<file path="src/rtl/btn_pkg.sv">
// Shared encodings and timing constants for the push-button conditioning path.
package btn_pkg;

  typedef enum logic [1:0] {
    ST_RELEASED     = 2'd0,
    ST_WAIT_PRESS   = 2'd1,
    ST_PRESSED      = 2'd2,
    ST_WAIT_RELEASE = 2'd3
  } btn_state_t;

  // 10 ms of settling time at the 50 MHz system clock.
  localparam int unsigned DEBOUNCE_10MS_50MHZ = 500000;

endpackage

</file>
<file path="src/rtl/sync_2ff.sv">
// 1-bit two-flop synchroniser, 2-cycle latency, sync reset to 0; no flow control.
module sync_2ff (
  input  logic clk,
  input  logic reset,
  input  logic d,
  output logic q
);

  logic s1_q, s1_d;
  logic s2_q, s2_d;

  always_comb begin
    s1_d = d;
    s2_d = s1_q;
  end

  always_ff @(posedge clk) begin
    if (reset) begin
      s1_q <= 1'b0;
      s2_q <= 1'b0;
    end else begin
      s1_q <= s1_d;
      s2_q <= s2_d;
    end
  end

  assign q = s2_q;

endmodule

</file>
<file path="src/rtl/btn_debounce_toggle.sv">
// Synchronise + debounce BTNC, emit press/release pulses and a press-toggled updown level.
// Outputs move STABLE_CYCLES+1 edges after the raw level settles; no backpressure, all outputs registered.
module btn_debounce_toggle
  import btn_pkg::*;
#(
  parameter int unsigned STABLE_CYCLES = DEBOUNCE_10MS_50MHZ,
  parameter logic        INIT_UPDOWN   = 1'b1
) (
  input  logic clk_50MHz,
  input  logic reset,
  input  logic btn_raw,
  output logic btn_level,
  output logic btn_press,
  output logic btn_release,
  output logic updown
);

  localparam int unsigned CNT_W = $clog2(STABLE_CYCLES + 1);
  localparam logic [CNT_W-1:0] CNT_LAST = CNT_W'(STABLE_CYCLES - 1);
  localparam logic [CNT_W-1:0] CNT_ONE  = CNT_W'(1);

  logic btn_s2;

  btn_state_t       state_q, state_d;
  logic [CNT_W-1:0] cnt_q, cnt_d;
  logic             level_q, level_d;
  logic             press_q, press_d;
  logic             rel_q, rel_d;
  logic             updown_q, updown_d;

  sync_2ff u_sync (
    .clk   (clk_50MHz),
    .reset (reset),
    .d     (btn_raw),
    .q     (btn_s2)
  );

  always_comb begin
    state_d  = state_q;
    cnt_d    = cnt_q;
    level_d  = level_q;
    press_d  = 1'b0;
    rel_d    = 1'b0;
    updown_d = updown_q;
    case (state_q)
      ST_RELEASED: begin
        if (btn_s2) begin
          state_d = ST_WAIT_PRESS;
          cnt_d   = CNT_ONE;
        end else begin
          cnt_d = '0;
        end
      end
      ST_WAIT_PRESS: begin
        // A drop back to 0 is a bounce: abandon the press silently.
        if (!btn_s2) begin
          state_d = ST_RELEASED;
          cnt_d   = '0;
        end else if (cnt_q == CNT_LAST) begin
          state_d  = ST_PRESSED;
          cnt_d    = '0;
          press_d  = 1'b1;
          level_d  = 1'b1;
          updown_d = ~updown_q;
        end else begin
          cnt_d = cnt_q + CNT_ONE;
        end
      end
      ST_PRESSED: begin
        if (!btn_s2) begin
          state_d = ST_WAIT_RELEASE;
          cnt_d   = CNT_ONE;
        end else begin
          cnt_d = '0;
        end
      end
      ST_WAIT_RELEASE: begin
        if (btn_s2) begin
          state_d = ST_PRESSED;
          cnt_d   = '0;
        end else if (cnt_q == CNT_LAST) begin
          state_d = ST_RELEASED;
          cnt_d   = '0;
          rel_d   = 1'b1;
          level_d = 1'b0;
        end else begin
          cnt_d = cnt_q + CNT_ONE;
        end
      end
      default: begin
        state_d = ST_RELEASED;
        cnt_d   = '0;
      end
    endcase
  end

  always_ff @(posedge clk_50MHz) begin
    if (reset) begin
      state_q  <= ST_RELEASED;
      cnt_q    <= '0;
      level_q  <= 1'b0;
      press_q  <= 1'b0;
      rel_q    <= 1'b0;
      updown_q <= INIT_UPDOWN;
    end else begin
      state_q  <= state_d;
      cnt_q    <= cnt_d;
      level_q  <= level_d;
      press_q  <= press_d;
      rel_q    <= rel_d;
      updown_q <= updown_d;
    end
  end

  assign btn_level   = level_q;
  assign btn_press   = press_q;
  assign btn_release = rel_q;
  assign updown      = updown_q;

endmodule

</file>
<file path="config.mk">
export PLATFORM = sky130hd
export DESIGN_NAME = btn_debounce_toggle
export DESIGN_NICKNAME = d
export VERILOG_FILES = /design/src/rtl/btn_pkg.sv /design/src/rtl/sync_2ff.sv /design/src/rtl/btn_debounce_toggle.sv
export SDC_FILE = /design/constraint.sdc
export NUM_CORES = 1
export LEC_CHECK = 0
export ABC_CLOCK_PERIOD_IN_PS = 3090
export BUFFER_PORTS_ARGS = -buffer_cell sky130_fd_sc_hd__buf_2
export CORE_MARGIN = 2
export CORE_UTILIZATION = 50
export DETAILED_ROUTE_END_ITERATION = 8
export PLACE_DENSITY_LB_ADDON = 0.1
export RECOVER_POWER = 50
export SLEW_MARGIN = 30
export SYNTH_ARGS = -nofsm -noshare
export SYNTH_HDL_FRONTEND = slang
export SYNTH_SLANG_ARGS = --single-unit
</file>
<file path="constraint.sdc">
create_clock -name clk_50MHz -period 3.09 [get_ports clk_50MHz]
set_clock_uncertainty 0.15 [all_clocks]
set_input_delay 0.4635 -clock clk_50MHz [delete_from_list [all_inputs] [get_ports clk_50MHz]]
set_output_delay 0.4635 -clock clk_50MHz [all_outputs]
set_load 0.02 [all_outputs]
</file>
==> run summary <==
The run finished with clean final reports. The flop-to-flop setup slack is 0.73 ns. The number of instances in the synthesized netlist is 129. After layout, the worst setup slack is 0.734 ns. In this run the critical register-to-register path is launched from cnt_q[0].

The hold violation count in the final report is 0. The worst hold-check path type is input pin to flip-flop. For this design, the slowest cell found on the critical path is o211ai_2.

The number of clock sinks is 27. The height of the chip came out at 52.7 um. STA puts the critical path data required time at 3.13 ns.

The critical path contains buffers and inverters numbering 0 combined. The number of gates resized after CTS was 0. In this run the critical register-to-register path is captured at cnt_q[2]. The die footprint is 2780 sq um. The leakage component of the power came out at 0.383 nW.

The clock passes through at most 2 buffers. In the synthesized netlist the dominant register cell turns out to be dfxtp_1. The largest stage delay on the critical path came out at 0.64 ns. TritonCTS built the clock tree.

The DRC violation count after routing came out at 0. The final cell count without fillers came out at 161. The worst hold endpoint is u_sync.s1_q. STA classifies the critical path endpoint as a flip-flop. The number of synthesized register bits came out at 27. The number of setup violations in the final report is 0.

The slew at the pin closest to its max-slew limit is 0.740 ns. In this run the number of H-tree levels came out at 1. The floorplan die width is 52.7 um. The length in cells of the worst reg-to-reg path came out at 5. The initial antenna violation count came out at 0. The share of the clock period used by the worst path after layout is 76.2%. The power density normalized to cell area is 421 nW/um^2. The number of buffers created by CTS is 3. The fraction of registers with async set/reset came out at 0%. The total detailed-routing wirelength came out at 2020 um. The layout filler cell count came out at 232. The overall overflow remaining after global route came out at 0. Broken down by cell family, the worst path's largest delay share belongs to simple AND/OR/NAND/NOR gates.

The count of nets left with antenna violations once routing finished came out at 0. The worst slew margin relative to its limit is 50.5%. The cell area after synthesis is 1180 sq um. The via count of the first global-routing pass is 809. The first global-routing pass estimated 3480 um of wire.

The total placed cells including tap cells is 157. After clock tree synthesis, the clock-pin slew on the worst setup and hold paths is 0.14 ns. The iteration-0 DRC count of the detailed router is 19.

The net count after synthesis is 133. The number of antenna diodes in the final layout is 0. The sequential-to-total area share from yosys stat came out at 45.6%.

The final total negative setup slack is 0 ns. The number of synthesized flops with an enable pin came out at 0. Detailed placement finished with a half-perimeter wire length of 1440 um.

The pin count of the biggest net entering global routing is 19. The post-detailed-placement cell area is 1200 sq um. Routability-driven placement finished with a final weighted congestion of 0.762. The largest fanout on the critical path is 18. The count of synthesis-stage warnings from yosys came out at 0. The routed length per instance is 12.5 um. The source-to-sink clock delay at the later pin of the worst-skew pair is 0.32 ns. The number of I/O port buffers came out at 6. The worst hold path passes through 2 cells. The count of standard-cell rows is 17. Setup repair after global routing left no endpoint under its margin. The number of pins exceeding their max-slew limit in the final report is 0. The aggregate global-route resource usage came out at 17.1%. The maximum frequency from static timing analysis is 0.424 GHz. The top cell types in the final layout, fill and taps aside, are dfxtp_1 (27), nor2_1 (17), xor2_1 (12). Counting distinct cell types in the post-synthesis netlist gives 31. The detailed-route via count is 890. The worst setup path is of the flip-flop to flip-flop kind.

The hold buffer count at CTS is 0. Dividing the synthesized area by the synthesized cell count gives 9.19 sq um. The number of setup buffers added after CTS is 0. The post-detailed-route via-to-cell ratio is 5.53. The number of nets at the end of the flow came out at 138. At the placement stage, the worst setup path has a slack of 0.878 ns. STA classifies the critical path startpoint as a flip-flop. The area growth from synthesis to final layout is 2.64%. Data arrives at the worst endpoint at 2.39 ns. The launch instance of the worst min-delay path is btn_raw. The clock tree root driver cell is clkbuf_4. The cell area after layout is 1220 sq um.

7 I/O pins were placed. The core area is 2230 sq um. The initial core utilization came out at 53.1%. The most common library cell in the layout ignoring fill and taps is dfxtp_1.

The first TritonRoute pass finished after 4 iterations. The maximum resistive drop on vdd came out at 0.000253 V. The worst path needs 2.36 ns of the cycle, external delays included. The max-capacitance violation count is 0. The signal on the critical path passes through ha_1 > nand4_1 > or4_1 > o211ai_2 > nor2_1. In the final layout, the share of cells above drive strength 1 is 5.26%.
==> per-stage QoR <==
step	total power, mW	hold WS (ns)	util, %
finish	0.512	0.215	54.5
global route	0.534	0.209	54.5
CTS	0.521	0.207	55.1
detailed placement	0.372	0.304	53.9
global placement	0.372	0.281	53.9
floorplan	0.369	0.264	-
==> layer usage <==
metal	GRT usage, %	part of all wire [%]	up-vias
met3	2.57	1.9	2
met2	26.7	48	5
met5	0	0	-
li1	-	-	473
met4	7.69	0.69	0
met1	23.2	50	410
==> report_power, final <==
part	internal [mW]	switching [mW]	total [mW]	leakage (nW)
combinational	0.00385	0.00618	0.0100	0.150
sequential	0.351	0.00216	0.353	0.218
clock	0.0505	0.0980	0.148	0.0150
==> registers in the layout, summed over array words and instances, names as in the netlist, named ones only <==
register	cells
u_sync.s1_q	1
u_sync.q	1
btn_level	1
updown	1
state_q	1
cnt_q	19
btn_release	1
btn_press	1
==> final cells by class <==
type | count | area [sq um] | area share [%]
clock buffer | 4 | 26.3 | 2.16
inverter | 4 | 15.0 | 1.23
multi-input combinational | 92 | 576 | 47.3
sequential | 27 | 541 | 44.4
tap | 28 | 35.0 | 2.88
timing repair buffer | 6 | 23.8 | 1.95
==> worst max-delay path by stage <==
stage / start / endpoint / slack, ns / depth (start not counted)
floorplan: cnt_q[0] / cnt_q[2] / 1.11 / 7
global placement: cnt_q[0] / cnt_q[3] / 0.94 / 5
detailed placement: cnt_q[0] / cnt_q[13] / 0.88 / 5
CTS: cnt_q[0] / cnt_q[2] / 0.85 / 5
global route: cnt_q[0] / cnt_q[2] / 0.49 / 5
finish: cnt_q[0] / cnt_q[2] / 0.73 / 5
==> worst register-to-register path, stage by stage, from the launching register on <==
cell	delay [ns]
dfxtp_1	0.39
ha_1	0.23
nand4_1	0.12
or4_1	0.59
o211ai_2	0.64
nor2_1	0.12
==> cell usage after synthesis (2+ instances only) <==
cell / number / area (sq um)
nand2_1: 5 / 18.8
dfxtp_1: 27 / 541
nor2_1: 17 / 63.8
buf_6: 2 / 22.5
xor2_1: 12 / 105
nor4_1: 2 / 12.5
and4_2: 2 / 20.0
a31oi_1: 2 / 12.5
nand4_1: 8 / 50.1
nor4b_1: 2 / 17.5
a21oi_1: 6 / 30.0
buf_2: 3 / 15.0
o31ai_1: 3 / 22.5
and4_1: 3 / 26.3
inv_1: 4 / 15.0
o21ai_0: 4 / 20.0
nand3_1: 9 / 45.0
or4_1: 4 / 30.0
nor2b_1: 2 / 12.5
==> cell families after synthesis <==
logic type	synth area share (%)
compound gates	10.9
xor+xnor	9.61
fa+ha+maj	1.06
buf+inv	5.07
flops	45.6
simple gates	27.8
No activity file was read; power rests on OpenSTA's default activity.
